### src/rtl/had_transform_stream.sv
// Streaming Walsh-Hadamard transform engine.
// Collects N = 2^LOG2N unsigned samples, runs an in-place butterfly network
// (one stage per cycle) and streams N signed coefficients in natural or
// sequency order.
//
// Handshakes: a sample is taken on a rising edge where wen && din_ready; a
// coefficient beat is consumed on a rising edge where dout_valid && dout_ready.
// While dout_valid is high and dout_ready is low, dout, dout_idx, dout_last and
// dout_valid hold their values.
module had_transform_stream #(
    parameter int DIN_W  = 4,
    parameter int LOG2N  = 2,
    parameter int DOUT_W = DIN_W + LOG2N + 1
) (
    input  logic                     clk,
    input  logic                     rst,
    input  logic [DIN_W-1:0]         din,
    input  logic                     wen,
    output logic                     din_ready,
    input  logic                     seq_mode,
    output logic signed [DOUT_W-1:0] dout,
    output logic [LOG2N-1:0]         dout_idx,
    output logic                     dout_valid,
    output logic                     dout_last,
    input  logic                     dout_ready,
    output logic                     busy,
    output logic                     drop_err,
    output logic [1:0]               state_dbg
);

    localparam int N = 1 << LOG2N;

    typedef enum logic [1:0] {
        COLLECT = 2'd0,
        COMPUTE = 2'd1,
        OUTPUT  = 2'd2
    } state_t;

    state_t                   state;
    state_t                   state_nxt;
    logic [LOG2N-1:0]         wcnt;
    logic [LOG2N-1:0]         stage;
    logic [LOG2N-1:0]         kcnt;
    logic [LOG2N-1:0]         gray_k;
    logic [LOG2N-1:0]         rd_idx;
    logic                     seq_r;
    logic signed [DOUT_W-1:0] arr  [N];
    logic signed [DOUT_W-1:0] bfly [N];
    logic                     wr_acc;
    logic                     last_wr;
    logic                     last_stage;
    logic                     out_hs;
    logic                     last_beat;

    assign wr_acc     = wen && (state == COLLECT);
    assign last_wr    = wr_acc && (wcnt == LOG2N'(N - 1));
    assign last_stage = (state == COMPUTE) && (stage == LOG2N'(LOG2N - 1));
    assign out_hs     = (state == OUTPUT) && dout_ready;
    assign last_beat  = out_hs && (kcnt == LOG2N'(N - 1));

    // State register.
    always_ff @(posedge clk) begin
        if (rst) state <= COLLECT;
        else     state <= state_nxt;
    end

    // Next-state logic: collect N samples, run LOG2N stages, drain N beats.
    always_comb begin
        state_nxt = state;
        case (state)
            COLLECT: if (last_wr)    state_nxt = COMPUTE;
            COMPUTE: if (last_stage) state_nxt = OUTPUT;
            OUTPUT:  if (last_beat)  state_nxt = COLLECT;
            default:                 state_nxt = COLLECT;
        endcase
    end

    // One butterfly stage: element i pairs with i ^ h, h = 2^stage.
    // The lower element of a pair takes the sum, the upper one the difference.
    always_comb begin
        for (int i = 0; i < N; i++) begin
            bfly[i] = arr[i];
            for (int s = 0; s < LOG2N; s++) begin
                if (stage == LOG2N'(s)) begin
                    if (((i >> s) & 1) == 0) bfly[i] = arr[i] + arr[i ^ (1 << s)];
                    else                     bfly[i] = arr[i ^ (1 << s)] - arr[i];
                end
            end
        end
    end

    // Read index: natural order, or bit-reversed Gray code for sequency order.
    always_comb begin
        gray_k = kcnt ^ (kcnt >> 1);
        rd_idx = kcnt;
        if (seq_r) begin
            for (int b = 0; b < LOG2N; b++) rd_idx[b] = gray_k[LOG2N-1-b];
        end
    end

    // Sample capture, butterfly update, output counter and sticky drop flag.
    always_ff @(posedge clk) begin
        if (rst) begin
            wcnt     <= '0;
            stage    <= '0;
            kcnt     <= '0;
            seq_r    <= 1'b0;
            drop_err <= 1'b0;
            for (int i = 0; i < N; i++) arr[i] <= '0;
        end else begin
            if (wen && (state != COLLECT)) drop_err <= 1'b1;
            case (state)
                COLLECT: begin
                    stage <= '0;
                    if (wr_acc) begin
                        arr[wcnt] <= {{(DOUT_W-DIN_W){1'b0}}, din};
                        wcnt      <= wcnt + 1'b1;
                    end
                    if (last_wr) seq_r <= seq_mode;
                end
                COMPUTE: begin
                    for (int i = 0; i < N; i++) arr[i] <= bfly[i];
                    stage <= last_stage ? '0 : stage + 1'b1;
                    kcnt  <= '0;
                end
                OUTPUT: begin
                    if (out_hs) kcnt <= kcnt + 1'b1;
                end
                default: ;
            endcase
        end
    end

    assign din_ready  = (state == COLLECT);
    assign busy       = (state != COLLECT);
    assign dout_valid = (state == OUTPUT);
    assign dout_idx   = kcnt;
    assign dout_last  = dout_valid && (kcnt == LOG2N'(N - 1));
    assign dout       = dout_valid ? arr[rd_idx] : '0;
    assign state_dbg  = state;

endmodule

### config.mk
export PLATFORM = sky130hd
export DESIGN_NAME = had_transform_stream
export DESIGN_NICKNAME = d
export VERILOG_FILES = /design/src/rtl/had_transform_stream.sv
export SDC_FILE = /design/constraint.sdc
export NUM_CORES = 1
export LEC_CHECK = 0
export CORE_ASPECT_RATIO = 0.7
export CORE_UTILIZATION = 35
export DETAILED_ROUTE_END_ITERATION = 12
export SLEW_MARGIN = 20
export SYNTH_ARGS = -nofsm -noshare
export SYNTH_HDL_FRONTEND = slang
export SYNTH_SLANG_ARGS = --single-unit
### constraint.sdc
create_clock -name clk -period 2.69 [get_ports clk]
set_clock_uncertainty 0.05 [all_clocks]
set_input_delay 0.269 -clock clk [delete_from_list [all_inputs] [get_ports clk]]
set_output_delay 0.269 -clock clk [all_outputs]
set_load 0.03 [all_outputs]
=== Word-level counts from Yosys, hierarchy flattened ===
Memory sizes are Yosys's and may differ from the RTL's.
Cells that the tools add are included.

* Flip-flop bits (word level): 10
* RAM bits: 28
* Input bits: 9
* Output and inout bits: 16
* Word-level logic and storage cells: 83
* Memories: 1

* $add $sub $neg: 11
* Equality and inequality tests: 9
* Muxes and demuxes: 34
* Bitwise logic cells: 5
* Reduce and logical (&&, ||, !) cells: 17

{| class="wikitable"
|+ Memory list
! memory !! words !! width !! rd ports !! clocked after Yosys merged registers in !! wr ports !! line !! RTL
|-
| arr || 4 || 7 || 5 || 0 || 4 || 47 || <nowiki>logic signed [DOUT_W-1:0] arr [N];</nowiki>
|}

{| class="wikitable"
|+ Operators by type and width
! operator !! number
|-
| $mux W7 || 14
|-
| $add A7 B7 Y7 || 4
|-
| $sub A7 B7 Y7 || 4
|-
| $mux W2 || 7
|-
| $mux W1 || 10
|-
| $pmux W2 S2 || 2
|-
| $logic_and A1 B1 Y1 || 7
|-
| $reduce_or A7 Y1 || 1
|-
| $add A2 B1 Y2 const B || 3
|-
| $eq A2 B2 Y1 const B || 3
|-
| $ne A2 B1 Y1 const B || 3
|-
| $pmux W2 S3 || 1
|-
| $reduce_and A2 Y1 || 3
|-
| $reduce_bool A2 Y1 || 3
|-
| $eq A2 B1 Y1 const B || 2
|-
| $logic_not A2 Y1 || 2
|-
| $or A1 B1 Y1 || 4
|-
| $reduce_and A3 Y1 || 1
|-
| $ne A2 B2 Y1 const B || 1
|-
| $xor A2 B1 Y2 || 1
|}

=== Depth between registers and ports, before layout ===
Gate-level depths: netlist of the first run.

* Depth after elaboration: 8
* Mapped depth: 14
* Depth with buffers taken out: 12

=== Worst setup path before layout of the first run ===
No wires, ideal clock.

* Path type: register -> register
* Start: register stage[1]
* End: memory arr[3][6] (netlist name)
* Arrival: 2572 ps
* Required time: 2512 ps
* Path slack: -60 ps
* Stages on the path, launching flop included: 13
* Clock period less this slack: 2750 ps
* Cells stage by stage: dfxtp_1 -> nand2b_4 -> clkbuf_1 -> clkbuf_1 -> mux2i_1 -> ha_1 -> inv_1 -> fa_1 -> a21o_1 -> a21oi_1 -> o21ai_0 -> xnor2_1 -> o22ai_1

{| class="wikitable"
|+ RTL lines
! item !! line !! RTL
|-
| from (decl) || 42 || <nowiki>logic [LOG2N-1:0] stage;</nowiki>
|-
| from (signal assigned) || 123 || <nowiki>stage <= last_stage ? '0 : stage + 1'b1;</nowiki>
|-
| to (decl) || 47 ||
|}

=== Worst setup path in the final report of the first run ===
* Start: register kcnt[0] (netlist: dout_idx[0])
* End: output dout[4]

* Longest elaborated chain between the ends: 4

{| class="wikitable"
|+ RTL lines
! item !! line !! RTL
|-
| from (decl) || 43 || <nowiki>logic [LOG2N-1:0] kcnt;</nowiki>
|-
| from (signal assigned) || 127 || <nowiki>if (out_hs) kcnt <= kcnt + 1'b1;</nowiki>
|-
| $xor A2 B1 Y2 || 94 || <nowiki>gray_k = kcnt ^ (kcnt >> 1);</nowiki>
|-
| $mux W2 * || 96 || <nowiki>if (seq_r) begin</nowiki>
|-
| $mem_v2 Z4 W7 * || - ||
|-
| $mux W7 * || 139 || <nowiki>assign dout = dout_valid ? arr[rd_idx] : '0;</nowiki>
|-
| to (decl) || 21 || <nowiki>output logic signed [DOUT_W-1:0] dout,</nowiki>
|}

Every way passes the cells marked *; elsewhere a longest branch is shown, timed or not.

==> run_results.csv, run 1 <==
group,metric,value,unit
status,status,"completed",
yosys,yosysSeqAreaShare,0.260,
yosys,netlist_instances,419,
finish,final_layout_size_suffix_gt1_frac,0.0773,
routing,ant_nets,0,
critical_path,critPathMaxStageDelay,560,ps
flow_run,drv_cap,0,
die,fp.dieArea,10600,µm²
global_routing,grtUsageTotal,0.209,
sta,tightestPinTransition,936,ps
die,die_h,86.2,µm
sta,final.setup.tns,0,ps
clock_network,cts.htree.levels,2,
global_routing,first_global_vias,2967,
global_routing,grt_pass1_wl,16.3,mm
yosys,synth_area,3550,µm²
critical_path,crit_family,"multiplexers",
pwr,p_per_area,408,nW/µm²
yosys,synth_cell_type_count,48,
critical_path,worst_ep_required_time,2370,ps
yosys,ys.flop_type,"dfxtp_1",
global_routing,antenna_found_initial,0,
sta,setup_slack,159,ps
yosys,syn-num-nets,475,
routing,vias,3150,
yosys,ys_top_cells_by_area,"ha_1 (14%), edfxtp_1 (14%), dfxtp_1 (12%), a21oi_1 (5.2%), nand2_1 (4.5%)",
clock_network,tritoncts,"done",
critical_path,startpoint_type,"register",
routing,firstDrtPassIters,5,
sta,period_share,0.941,
clock_network,clk_pin_slew,60,ps
sta,maxSlewViolCount,0,
routing,wire_per_inst,17.8,µm
sta,fmax,0.395,GHz
place,gp_congestion,0.890,
yosys,ys_top_cells_by_count,"nand2_1 (43), ha_1 (41), inv_1 (40)",
place,dpl.hpwl,8.02,mm
place,pre_cts_ws,39.8,ps
die,row_count,30,
yosys,synth_warnings,0,
yosys,synth-seq-cells,38,
clock_network,clock_path_buffers,2,
critical_path,reg2reg_setup_slack,160,ps
routing,drt_wl_total,10.3,mm
clock_network,clock-sinks,38,
yosys,synth_most_common_cell,"nand2_1",
die,initial_core_util,0.364,
critical_path,path_class,"register to output pin",
die,io_pins,25,
sta,rsz0062_at_grt,"no",
yosys,synth_edf_count,16,
yosys,yosysTopAreaCellShare,0.145,
clock_network,root_buffer,"clkbuf_16",
critical_path,crit_buf_inv,2,
sta,hold_violations,0,
finish,fin_nets,508,
sta,relSlewSlack,0.371,
critical_path,slowest_stage,"mux4_1",
global_routing,grt_max_degree,33,
min_path,hold_class,"register to register",
critical_path,cp-end-kind,"output pin",
routing,drtIter0Drc,270,
place,portBuffers,24,
die,core_area,9760,µm²
pwr,p_leak,1.82,nW
yosys,syn_area_per_cell,8.47,µm²
clock_network,clk_latency,290,ps
pwr,vdd_drop_max,0.188,mV
yosys,synth_top_cell_by_area,"ha_1",
yosys,synthArstFlopShare,0,
sta,setup_viol,0,
clock_network,cts_made_buffers,5,
critical_path,crit_chain,"ha_1, mux2i_2, buf_6, mux4_1, and2_1, clkbuf_2",
finish,area_delta_synth_final,16.9,%
critical_path,critPathMaxFanout,7,
routing,drc,0,
clock_network,cts-hold-fix-buffers,0,
routing,viasPerCell,5.42,
sta,final.min_clock_period,2530,ps
finish,antenna_cells_inserted,0,
critical_path,arrival,2210,ps
global_routing,grt_overflow,0,
die,die_x,122,µm
repair_timing:
action / 4_1_cts / 5_1_grt
pin swaps: 0 / 0
buffers inserted: 0 / 0
resized for setup: 9 / 8
endpoints found under the setup margin: 6 / 6
hold endpoints to repair: 0 / 0
worst register-to-register path, cell delays in order (launching register included):
cell     delay [ps]
dfxtp_1         320
nor2b_2         180
buf_12          200
nor2_1           60
a21o_1          170
inv_1            80
fa_1            220
nor2b_1          80
o31a_1          270
or4_4           430
a31oi_1         190
o21ai_1          90
o31ai_1          80
logic make-up (layout without fill, tap and decap cells):
family | Yosys count | count (layout) | share of synthesized area
xor gates and xnor gates | 24 | 24 | 0.0592
adders and majority gates | 47 | 47 | 0.178
AOI/OAI and AO/OA | 125 | 125 | 0.215
and+or+nand+nor | 119 | 119 | 0.161
DFF | 38 | 38 | 0.260
buffers and inverters | 51 | 85 | 0.0547
muxes | 15 | 15 | 0.0726
path summary, 6_finish.rpt:
path | from | to | cells after the start
min | stage[1] | stage[1] | 2
max | dout_idx[0] | dout[4] | 6
max reg2reg | stage[0] | arr[0][6] | 12
min reg2reg | stage[1] | stage[1] | 2
per-stage QoR:
stage / std cells / instance area [µm²] / hold WS (ps) / util / power, mW
after floorplan: 419 / 3550 / 360 / - / 0.962
after global routing: 581 / 4150 / 463 / 0.425 / 1.78
after CTS: 581 / 4170 / 452 / 0.427 / 1.70
final: 581 / 4150 / 451 / 0.425 / 1.69
after global placement: 573 / 4020 / 407 / 0.412 / 1.06
after detailed placement: 573 / 4020 / 428 / 0.412 / 1.07
report_power, final:
part	internal (mW)	leakage [nW]	switching (mW)
clock	0.368	0.0739	0.254
combinational	0.185	1.40	0.224
sequential	0.628	0.346	0.0339
total	1.18	1.82	0.512
cell usage in the layout (no fill, tap or decap), types with 5 or more instances in the layout:
master	instances
nand2_1	43
ha_1	41
inv_1	39
a21oi_1	37
o21ai_0	32
nor2_1	31
dfxtp_1	21
clkdlybuf4s50_1	17
a21o_1	16
xnor2_1	16
edfxtp_1	16
buf_4	12
and2_1	10
xor2_1	8
nand3_1	8
a22o_1	7
mux2i_1	6
nor2b_1	6
o22ai_1	6
a31oi_1	6
fa_1	6
o21bai_1	5
clkbuf_16	5
sequential cells by signal, summed over array words and instances (netlist names):
name	cells
state_dbg	2
seq_r	1
drop_err	1
arr	28
dout_idx	2
stage	2
wcnt	2
metal layers:
metal | vias to the layer above | track usage | routed length (µm)
met1 | 1477 | 0.333 | 5470
met4 | 0 | 0.0410 | 77
met5 | - | 0 | 0
li1 | 1554 | - | -
met2 | 112 | 0.291 | 4080
met3 | 7 | 0.0303 | 714
final cells by class:
class / instances / area, µm²
Tap cell: 128 / 160
Timing Repair Buffer: 37 / 329
Multi-Input combinational cell: 330 / 2440
Sequential cell: 38 / 922
Inverter: 40 / 150
Clock inverter: 1 / 5.00
Clock buffer: 7 / 143
Fill cell: 980 / 5610
Power figures use the tool's default switching activity.
==> inputs of run 2 (changes only) <==
--- a/config.mk
+++ b/config.mk
@@ -6,8 +6,11 @@
 export NUM_CORES = 1
 export LEC_CHECK = 0
 export CORE_ASPECT_RATIO = 0.7
+export CORE_MARGIN = 5
 export CORE_UTILIZATION = 35
+export CTS_BUF_LIST = sky130_fd_sc_hd__clkbuf_4 sky130_fd_sc_hd__clkbuf_8 sky130_fd_sc_hd__clkbuf_16
 export DETAILED_ROUTE_END_ITERATION = 12
+export SKIP_LAST_GASP = 1
 export SLEW_MARGIN = 20
 export SYNTH_ARGS = -nofsm -noshare
 export SYNTH_HDL_FRONTEND = slang
==> run 2 against run 1 <==
  * Combinational power barely moved
  * Critical path depth stayed put
  * Final area rose by 1.0%
  * Largest cell class unchanged
==> run_results.csv, run 2 (synthesis results as in run 1) <==
group,metric,value,unit
sta,final.min_clock_period,2630,ps
die,die_x,130,µm
sta,rsz0062_at_grt,"no",
sta,period_share,0.977,
routing,drt_wl_total,10.2,mm
die,core_area,9800,µm²
sta,setup_viol,0,
sta,timing.hold.ws,430,ps
critical_path,arrival,2310,ps
clock_network,clk_latency,290,ps
global_routing,grt_max_degree,33,
global_routing,grt_pass1_wl,16.4,mm
clock_network,cts.htree.levels,2,
finish,area_delta_synth_final,18.1,%
critical_path,cp-end-kind,"output pin",
finish,layout_commonest_cell,"nand2_1",
die,row_count,30,
finish,layout_common_cells,"nand2_1 (43), ha_1 (41), inv_1 (40)",
die,die_h,94.2,µm
pwr,power.total,1.70,mW
clock_network,clock-sinks,38,
place,dpl.hpwl,8.13,mm
critical_path,startpoint_type,"register",
sta,fmax,0.381,GHz
die,io_pins,25,
routing,wire_per_inst,17.4,µm
sta,tightestPinTransition,1060,ps
clock_network,tritoncts,"done",
critical_path,critPathMaxFanout,7,
routing,vias,3221,
global_routing,first_global_vias,3038,
pwr,vdd_drop_max,0.174,mV
pwr,p_leak,1.84,nW
critical_path,worst_ep_required_time,2370,ps
finish,fin_nets,512,
pwr,p_per_area,405,nW/µm²
critical_path,path_class,"register to output pin",
routing,viasPerCell,5.51,
die,initial_core_util,0.362,
routing,drtIter0Drc,247,
place,portBuffers,24,
sta,hold_violations,0,
clock_network,clk_pin_slew,60,ps
clock_network,clock_path_buffers,2,
routing,firstDrtPassIters,5,
global_routing,grtUsageTotal,0.175,
global_routing,grt_overflow,0,
clock_network,cts_made_buffers,5,
die,fp.dieArea,12300,µm²
clock_network,root_buffer,"clkbuf_16",
status,status,"completed",
min_path,hold_class,"register to register",
routing,ant_nets,0,
sta,relSlewSlack,0.289,
place,dpl-instance-area,4040,µm²
flow_run,drv_cap,0,
sta,maxSlewViolCount,0,
finish,largest_reg_flops,28,
finish,final_layout_size_suffix_gt1_frac,0.0832,
finish,top_register,"arr",
global_routing,antenna_found_initial,0,
finish,antenna_cells_inserted,0,
routing,drc,0,
finish,final_area,4190,µm²
place,gp_congestion,0.883,
## run 2: cell count changes in the layout (fill, tap and decap cells not counted), sizes merged
cell / previous run / this run
clkbuf: 11 / 10
buf: 14 / 18
clkdlybuf4s15: 0 / 2
clkinv: 1 / 0
## run 2: layout make-up
class / instances / area [µm²]
Multi-Input combinational cell: 330 / 2440
Inverter: 40 / 150
Tap cell: 128 / 160
Sequential cell: 38 / 922
Clock buffer: 8 / 148
Timing Repair Buffer: 41 / 370
Fill cell: 967 / 5610
## run 2: metal layers
layer,vias to the layer above,routed length (µm),global-route usage
met2,118,4020,0.242
met3,10,940,0.0347
met1,1520,5090,0.274
li1,1573,-,-
met5,-,0,0
met4,0,135,0.0411
## run 2: worst paths after layout
kind	from	end	slack (ps)	cells past startpoint
setup / recovery	dout_idx[0]	dout[5]	60	6
hold / removal	drop_err	drop_err	430	2
hold reg to reg	drop_err	drop_err	430	2
setup reg to reg	stage[0]	arr[0][6]	190	10
## run 2: worst max-delay path, stage by stage (launching register included)
cell	delay, ps
dfxtp_1	320
ha_1	320
mux2i_2	200
buf_6	180
mux4_2	490
and2_1	170
clkdlybuf4s15_1	330
## run 2: through the flow
step,instances,utilization,setup WS (ps),setup TNS (ps)
5_1_grt,585,0.428,4.15,0
3_3_place_gp,576,0.413,93.9,0
6_report,585,0.428,62.2,0
2_1_floorplan,419,-,24.2,0
3_5_place_dp,576,0.413,7.32,0
4_1_cts,585,0.428,-16.1,-16.1
## run 2: what timing repair did
item	in CTS	in global routing
endpoints found under the setup margin	6	4
pin swaps	0	0
gates cloned	0	0
buffers inserted	1	0
hold buffers	0	0
gates resized for setup	10	5
## run 2: report_power, final
group,switching [mW],internal (mW),leakage (nW)
combinational,0.222,0.187,1.42
clock,0.250,0.376,0.0754
sequential,0.0330,0.628,0.346
total,0.505,1.19,1.84
